## src/rtl/fetch_unit.sv

```systemverilog
// fetch_unit: owns the PC and fetches over a req/ack instruction port.
// Presents one instruction at a time to decode; branch redirect kills and flushes.
module fetch_unit #(
  parameter int unsigned     XLEN     = 32,
  parameter logic [XLEN-1:0] RESET_PC = '0
) (
  input  logic            CLK,
  input  logic            RESET,
  input  logic            Branch,
  input  logic [XLEN-1:0] Target,
  input  logic            Stall,
  output logic            IMemReq,
  output logic [XLEN-1:0] IMemAddr,
  input  logic            IMemAck,
  input  logic [XLEN-1:0] IMemData,
  output logic [XLEN-1:0] Instr,
  output logic [XLEN-1:0] InstrPC,
  output logic            InstrValid,
  output logic            Flush
);

  typedef enum logic [1:0] {
    START,
    FETCH,
    VALID
  } state_t;

  state_t state, state_n;

  logic [XLEN-1:0] pc, pc_n;
  logic [XLEN-1:0] tgt;
  logic [XLEN-1:0] addr_n;
  logic [XLEN-1:0] instr_n;
  logic [XLEN-1:0] ipc_n;
  logic            discard, discard_n;
  logic            req_n;
  logic            valid_n;
  logic            flush_n;

  assign tgt = Target & ~(XLEN'(3));

  always_ff @(posedge CLK or posedge RESET) begin
    if (RESET) begin
      state      <= START;
      pc         <= RESET_PC;
      discard    <= 1'b0;
      IMemReq    <= 1'b0;
      IMemAddr   <= '0;
      Instr      <= '0;
      InstrPC    <= '0;
      InstrValid <= 1'b0;
      Flush      <= 1'b0;
    end else begin
      state      <= state_n;
      pc         <= pc_n;
      discard    <= discard_n;
      IMemReq    <= req_n;
      IMemAddr   <= addr_n;
      Instr      <= instr_n;
      InstrPC    <= ipc_n;
      InstrValid <= valid_n;
      Flush      <= flush_n;
    end
  end

  always_comb begin
    state_n   = state;
    pc_n      = pc;
    discard_n = discard;
    req_n     = IMemReq;
    addr_n    = IMemAddr;
    instr_n   = Instr;
    ipc_n     = InstrPC;
    valid_n   = InstrValid;
    flush_n   = 1'b0;

    unique case (state)
      START: begin
        if (Branch) begin
          pc_n    = tgt;
          flush_n = 1'b1;
        end else begin
          req_n   = 1'b1;
          addr_n  = pc;
          state_n = FETCH;
        end
      end

      FETCH: begin
        if (Branch) begin
          pc_n    = tgt;
          flush_n = 1'b1;
          valid_n = 1'b0;
          // Without an ack the request must stay put; remember to drop it.
          if (IMemAck) begin
            discard_n = 1'b0;
            req_n     = 1'b1;
            addr_n    = tgt;
          end else begin
            discard_n = 1'b1;
          end
        end else if (IMemAck) begin
          if (discard) begin
            discard_n = 1'b0;
            req_n     = 1'b1;
            addr_n    = pc;
          end else begin
            instr_n = IMemData;
            ipc_n   = IMemAddr;
            valid_n = 1'b1;
            pc_n    = pc + XLEN'(4);
            req_n   = 1'b0;
            state_n = VALID;
          end
        end
      end

      VALID: begin
        if (Branch) begin
          pc_n    = tgt;
          flush_n = 1'b1;
          valid_n = 1'b0;
          req_n   = 1'b1;
          addr_n  = tgt;
          state_n = FETCH;
        end else if (!Stall) begin
          valid_n = 1'b0;
          req_n   = 1'b1;
          addr_n  = pc;
          state_n = FETCH;
        end
      end

      default: begin
        state_n = START;
      end
    endcase
  end

endmodule

```

## config.mk

```make
export PLATFORM = sky130hd
export DESIGN_NAME = fetch_unit
export DESIGN_NICKNAME = d
export VERILOG_FILES = /design/src/rtl/fetch_unit.sv
export SDC_FILE = /design/constraint.sdc
export NUM_CORES = 1
export LEC_CHECK = 0
export BUFFER_PORTS_ARGS = -buffer_cell sky130_fd_sc_hd__buf_2
export CAP_MARGIN = 0
export CORE_MARGIN = 3
export CORE_UTILIZATION = 45
export CTS_CLUSTER_DIAMETER = 100
export CTS_CLUSTER_SIZE = 30
export DETAILED_ROUTE_END_ITERATION = 10
export HOLD_SLACK_MARGIN = 0.1
export PLACE_DENSITY = 0.81
export SLEW_MARGIN = 20
export SYNTH_ARGS = -nofsm -noshare
export SYNTH_HDL_FRONTEND = slang
export SYNTH_SLANG_ARGS = --single-unit
```

## constraint.sdc

```tcl
create_clock -name CLK -period 10.4 [get_ports CLK]
set_clock_uncertainty 0.15 [all_clocks]
set_input_delay 1.56 -clock CLK [delete_from_list [all_inputs] [get_ports CLK]]
set_output_delay 1.56 -clock CLK [all_outputs]
set_load 0.01 [all_outputs]
```

**After elaboration in Yosys (flattened, before gate mapping)**

Cells that the tools add are included.

- Register bits after elaboration: 134
- Bits of input ports: 69
- Output and inout port bits: 99
- Logic and storage cells: 76

- Add/sub/neg operators: 1
- Equal/unequal tests: 11
- Muxes and demuxes: 39
- Bitwise logic cells: 2
- Reductions and logical operators: 14

Operator list:

| kind | count |
|---|---|
| 32-bit 2-to-1 mux | 11 |
| 32-bit case mux with 3 select lines | 1 |
| 32-bit case mux with 2 select lines | 1 |
| 32-bit by 3-bit adder with 32-bit output (second input constant) | 1 |
| 1-bit 2-to-1 mux | 17 |
| 4-bit AND reduction | 4 |
| 2-bit 2-to-1 mux | 6 |
| 3-bit != test (second input constant) | 4 |
| 5-bit AND reduction | 2 |
| 2-bit != test (second input constant) | 4 |
| 2-bit case mux with 3 select lines | 1 |
| 2-bit nonzero test | 3 |
| 1-bit case mux with 3 select lines | 1 |
| 3-bit nonzero test | 1 |
| 3-bit OR reduction | 1 |
| 2-bit by 1-bit == test with 1-bit output (second input constant) | 1 |
| 2-bit == test (second input constant) | 1 |
| 2-bit logical NOT | 1 |
| 2-bit by 1-bit != test with 1-bit output (second input constant) | 1 |
| 1-bit NOT | 2 |
| 1-bit case mux with 2 select lines | 1 |
| 2-bit AND reduction | 1 |
| 2-bit OR reduction | 1 |

**Logic depth before layout (Yosys ltp)**

- Word-level depth: 5
- Mapped depth: 10
- Mapped depth without buffers: 7

**Worst setup path after synthesis**

Ideal clock, no wire load.

- Kind: input to register
- Start: in Branch
- End: reg pc[21]
- Setup time: 0.119 ns
- Arrival time: 2.815 ns
- Required time: 10.131 ns
- Setup slack: 7.316 ns
- Cell stages on the path: 5
- Path buffers: 0
- Cells stage by stage: or4bb_2 -> nor2_1 -> nand2_1 -> o22a_1 -> o21a_1

- Word-level cells in the longest chain between the ends: 2
- Elaborated cells on any way between the ends: 6
- Those cells by class: eq/ne (3); mux (2); reduce/logical (1)

Ends and longest elaborated chain:

| element | RTL line | source |
|---|---|---|
| from (decl) | 9 | `input logic Branch,` |
| 3-bit != test (no line), or another cell as far along | n/a |  |
| 4-bit AND reduction (no line) / 32-bit case mux with 2 select lines (equally long branches) | n/a |  |
| to (signal assigned) | 55 | `pc <= pc_n;` |
| to (decl) | 30 | `logic [XLEN-1:0] pc, pc_n;` |

Parallel ways exist; a longest one is shown, timed or not.
A chain may end at the register's enable or synchronous reset.

**Worst setup path after layout**

- Start: in Branch
- End: reg Instr[15]

- Word-level cells in the longest chain between the ends: 2

Ends and longest elaborated chain:

| element | RTL line | source |
|---|---|---|
| 1-bit NOT (no line) | n/a |  |
| 4-bit AND reduction (no line) | n/a |  |
| to (signal assigned) | 59 | `Instr <= instr_n;` |
| to (decl) | 16 | `output logic [XLEN-1:0] Instr,` |

No other way between the ends.

==> flow_summary.ini <==
[logic_synthesis]
netlist_top_cells_area = sky130_fd_sc_hd__dfrtp_1 53%, sky130_fd_sc_hd__nand2_1 13%, sky130_fd_sc_hd__mux2i_1 5.1%
synth_edf_count = 0
ys_types = 55
yosys_warnings = 0
post-synth-top-area-fraction = 0.5334
cells_after_synthesis = 668
synth.net_count = 742
synthFlopType = sky130_fd_sc_hd__dfrtp_1
netlist_area_pre_place_um2 = 6098
synth_mux_area_frac = 0.05273
synth.ff_latch_count = 130
synthSimpleGateAreaFrac = 0.2370
combinational_family_with_the_most_area_after_synthesis = simple AND/OR/NAND/NOR gates
post_synth_xor_area_fraction = 0
yosysSeqAreaShare = 0.5334
yosys.area_share.adder = 0.01026
post_synthesis_compound_gate_area_fraction = 0.1303
syn-mean-instance-area_um2 = 9.129
async_flop_share = 1.000
synthDominantAreaCellType = sky130_fd_sc_hd__dfrtp_1

[cells_and_area]
synthToLayoutAreaGrowth_pct = 26.47
n_fill_cell = 1144
drive_gt1_frac = 0.2735
antenna_cells_inserted = 0
layout.nets = 891
final_instance_area_um2 = 7712
layout.cells.non_filler = 1002
multi_input_area_um2 = 2638
footprint_of_the_flip_flops_and_latches_um2 = 3253

[floorplanning]
die_x_um = 122.4
core_area_um2 = 12930
placement_rows = 41
die-height_um = 122.4
initial_core_utilization = 0.4717
fp.dieArea_um2 = 14980
io_pins = 168

[status]
run_status = finished, final reports clean

[global_route]
grt_antenna_before_repair = 2
first_global_vias = 4864
grt-ovfl-total = 0
grt_use_total = 0.2081
grt_start_max_net_pins = 75
grt_pass1_wl_um = 24770

[worst_setup_path]
path_class = in2reg
critical_path.reg2reg.startpoint = state[0]$_DFFE_PP0P_
critical_path_required_ps = 10590
worstPathArrival_ps = 3370
worst_r2r_path_depth = 8
start_kind = input pin
reg2reg_capture_point = pc[13]$_DFFE_PP0P_
crit_path_end_kind = flop
rrSetupSlack_ps = 7730
highest_net_fanout_along_the_worst_path = 41

[sta]
actual_slew_at_the_worst_max_slew_pin_ps = 1014
hold_viol_final = 0
timing.slew.headroom = 0.3216
finalCritPeriodShare = 0.3053
timing.final.setup_violations = 0
clock_period_minus_worst_slack_ps = 3175
max_clock_freq_mhz = 315.0
slew_viol_final = 0
rsz0062_at_grt = no
fin_tns_setup_ps = 0

[route]
drc = 0
firstDrtPassIters = 5
finalWirelength_um = 15070
drt_iter0_drc = 337
postRouteAntennaNets = 0
vias_per_cell = 5.289
routed-via-count = 5300
avgRoutedWirePerCell_um = 15.04

[cts]
clk-insertion-delay-late_ps = 410
clkSlewWorstSetupHoldPaths_ps = 60
postCtsSetupBuffers = 0
clock_tree.buffer_depth = 2
cts_max_level = 4
post_cts_resized = 0
root_buffer = sky130_fd_sc_hd__clkbuf_16
cts-buffers-inserted = 17
clock-sinks = 130
tritoncts_clock_tree = yes
ctsHoldBuffers = 0

[flow_run]
max-cap-violations = 0

[pwr]
power.density_nw_per_um2 = 353.7
irDropWorstVdd_v = 0.0001670
leak_pwr_uw = 0.003901

[worst_hold_path]
whs_endpoint = InstrPC[27]$_DFFE_PP0P_
hold_depth = 2
holdCritStartpoint = InstrPC[27]$_DFFE_PP0P_
min_path_type = reg2reg

[placed_design]
buffer_ports.inserted = 165
post-dp-hpwl_um = 10210
place.detailed.instances = 970
place_congestion = 0.8757
place_area_um2 = 7019
[cell type report]
class / count / share of cell area
Clock buffer: 20 / 0.06051
Clock inverter: 12 / 0.02936
Timing Repair Buffer: 172 / 0.1139
Inverter: 8 / 0.004543
Sequential cell: 130 / 0.4218
Tap cell: 172 / 0.02790
Multi-Input combinational cell: 488 / 0.3420
[registers in the layout, summed over array words and instances, names as in the netlist]
signal      flops
Instr          32
InstrValid      1
IMemReq         1
Flush           1
IMemAddr       31
InstrPC        31
pc             30
discard         1
state           2
[critical path: stages]
cell                      delay, ps
sky130_fd_sc_hd__buf_2          170
sky130_fd_sc_hd__nor2_1         350
sky130_fd_sc_hd__and3_2         610
sky130_fd_sc_hd__buf_4          470
sky130_fd_sc_hd__nand2_1        110
sky130_fd_sc_hd__nand2_1         70
[layout by cell type (no fill, tap or decap), drive strengths merged, types with 5 or more instances in the layout]
cell type	n
and3	7
clkbuf	20
nor3	13
bufinv	6
nor2	55
nand3	10
nand4	9
a21oi	55
nand2	212
o22a	9
mux2i	31
a211oi	6
buf	172
dfrtp	130
o21ai	17
o32ai	12
ha	5
inv	8
a311oi	7
[logic make-up after synthesis]
logic type / count (synthesis)
mux: 32
flops: 130
fa+ha+maj: 5
compound gates: 124
simple gates: 327
buf+inv: 50
[power breakdown]
group          total [µW]  internal [µW]  switching (µW)
logic                1090            438             649
clock network         689            470             219
registers             952            753             199
[worst max path at each step]
stage / to / slack, ps / start
floorplan: Flush$_DFF_PP0_ / 5220 / RESET
finish: Instr[15]$_DFFE_PP0P_ / 7230 / Branch
detailed placement: Instr[15]$_DFFE_PP0P_ / 6760 / Branch
CTS: Instr[22]$_DFFE_PP0P_ / 7180 / Branch
global placement: Instr[21]$_DFFE_PP0P_ / 6810 / Branch
global route: InstrPC[15]$_DFFE_PP0P_ / 7000 / Branch
[cell usage after synthesis, drive strengths merged (2+ instances only)]
cell       n
buf        9
o21a       2
or3        2
o22a       9
nor2      55
a311oi     7
a211oi     6
inv        7
mux2i     31
or2        2
o32ai     12
and2       2
o21ai     17
and3       7
a31oi      4
nand3     10
nor3      13
nand2    212
a21oi     55
clkbuf    33
nor4       4
nand4      9
and4       4
dfrtp    130
o22ai      4
a2bb2oi    3
ha         5
[layer usage]
| layer | routed length (µm) | vias to the layer above | GRT usage |
|---|---|---|---|
| met2 | 6987 | 189 | 0.3274 |
| li1 | - | 2594 | - |
| met4 | 114 | 4 | 0.05528 |
| met5 | 21 | - | 0 |
| met1 | 6793 | 2496 | 0.2856 |
| met3 | 1153 | 17 | 0.05760 |
[per-stage QoR]
step	utilization	power (µW)	worst slack (ps)	hold slack (ps)
final	0.5966	2728	7225	315.8
after global routing	0.5966	2956	7002	340.3
after CTS	0.5966	2757	7184	321.5
after detailed placement	0.5430	2055	6757	306.3
after global placement	0.5430	2018	6808	302.1
after floorplan	-	1687	5221	360.0
Power figures use the tool's default switching activity.
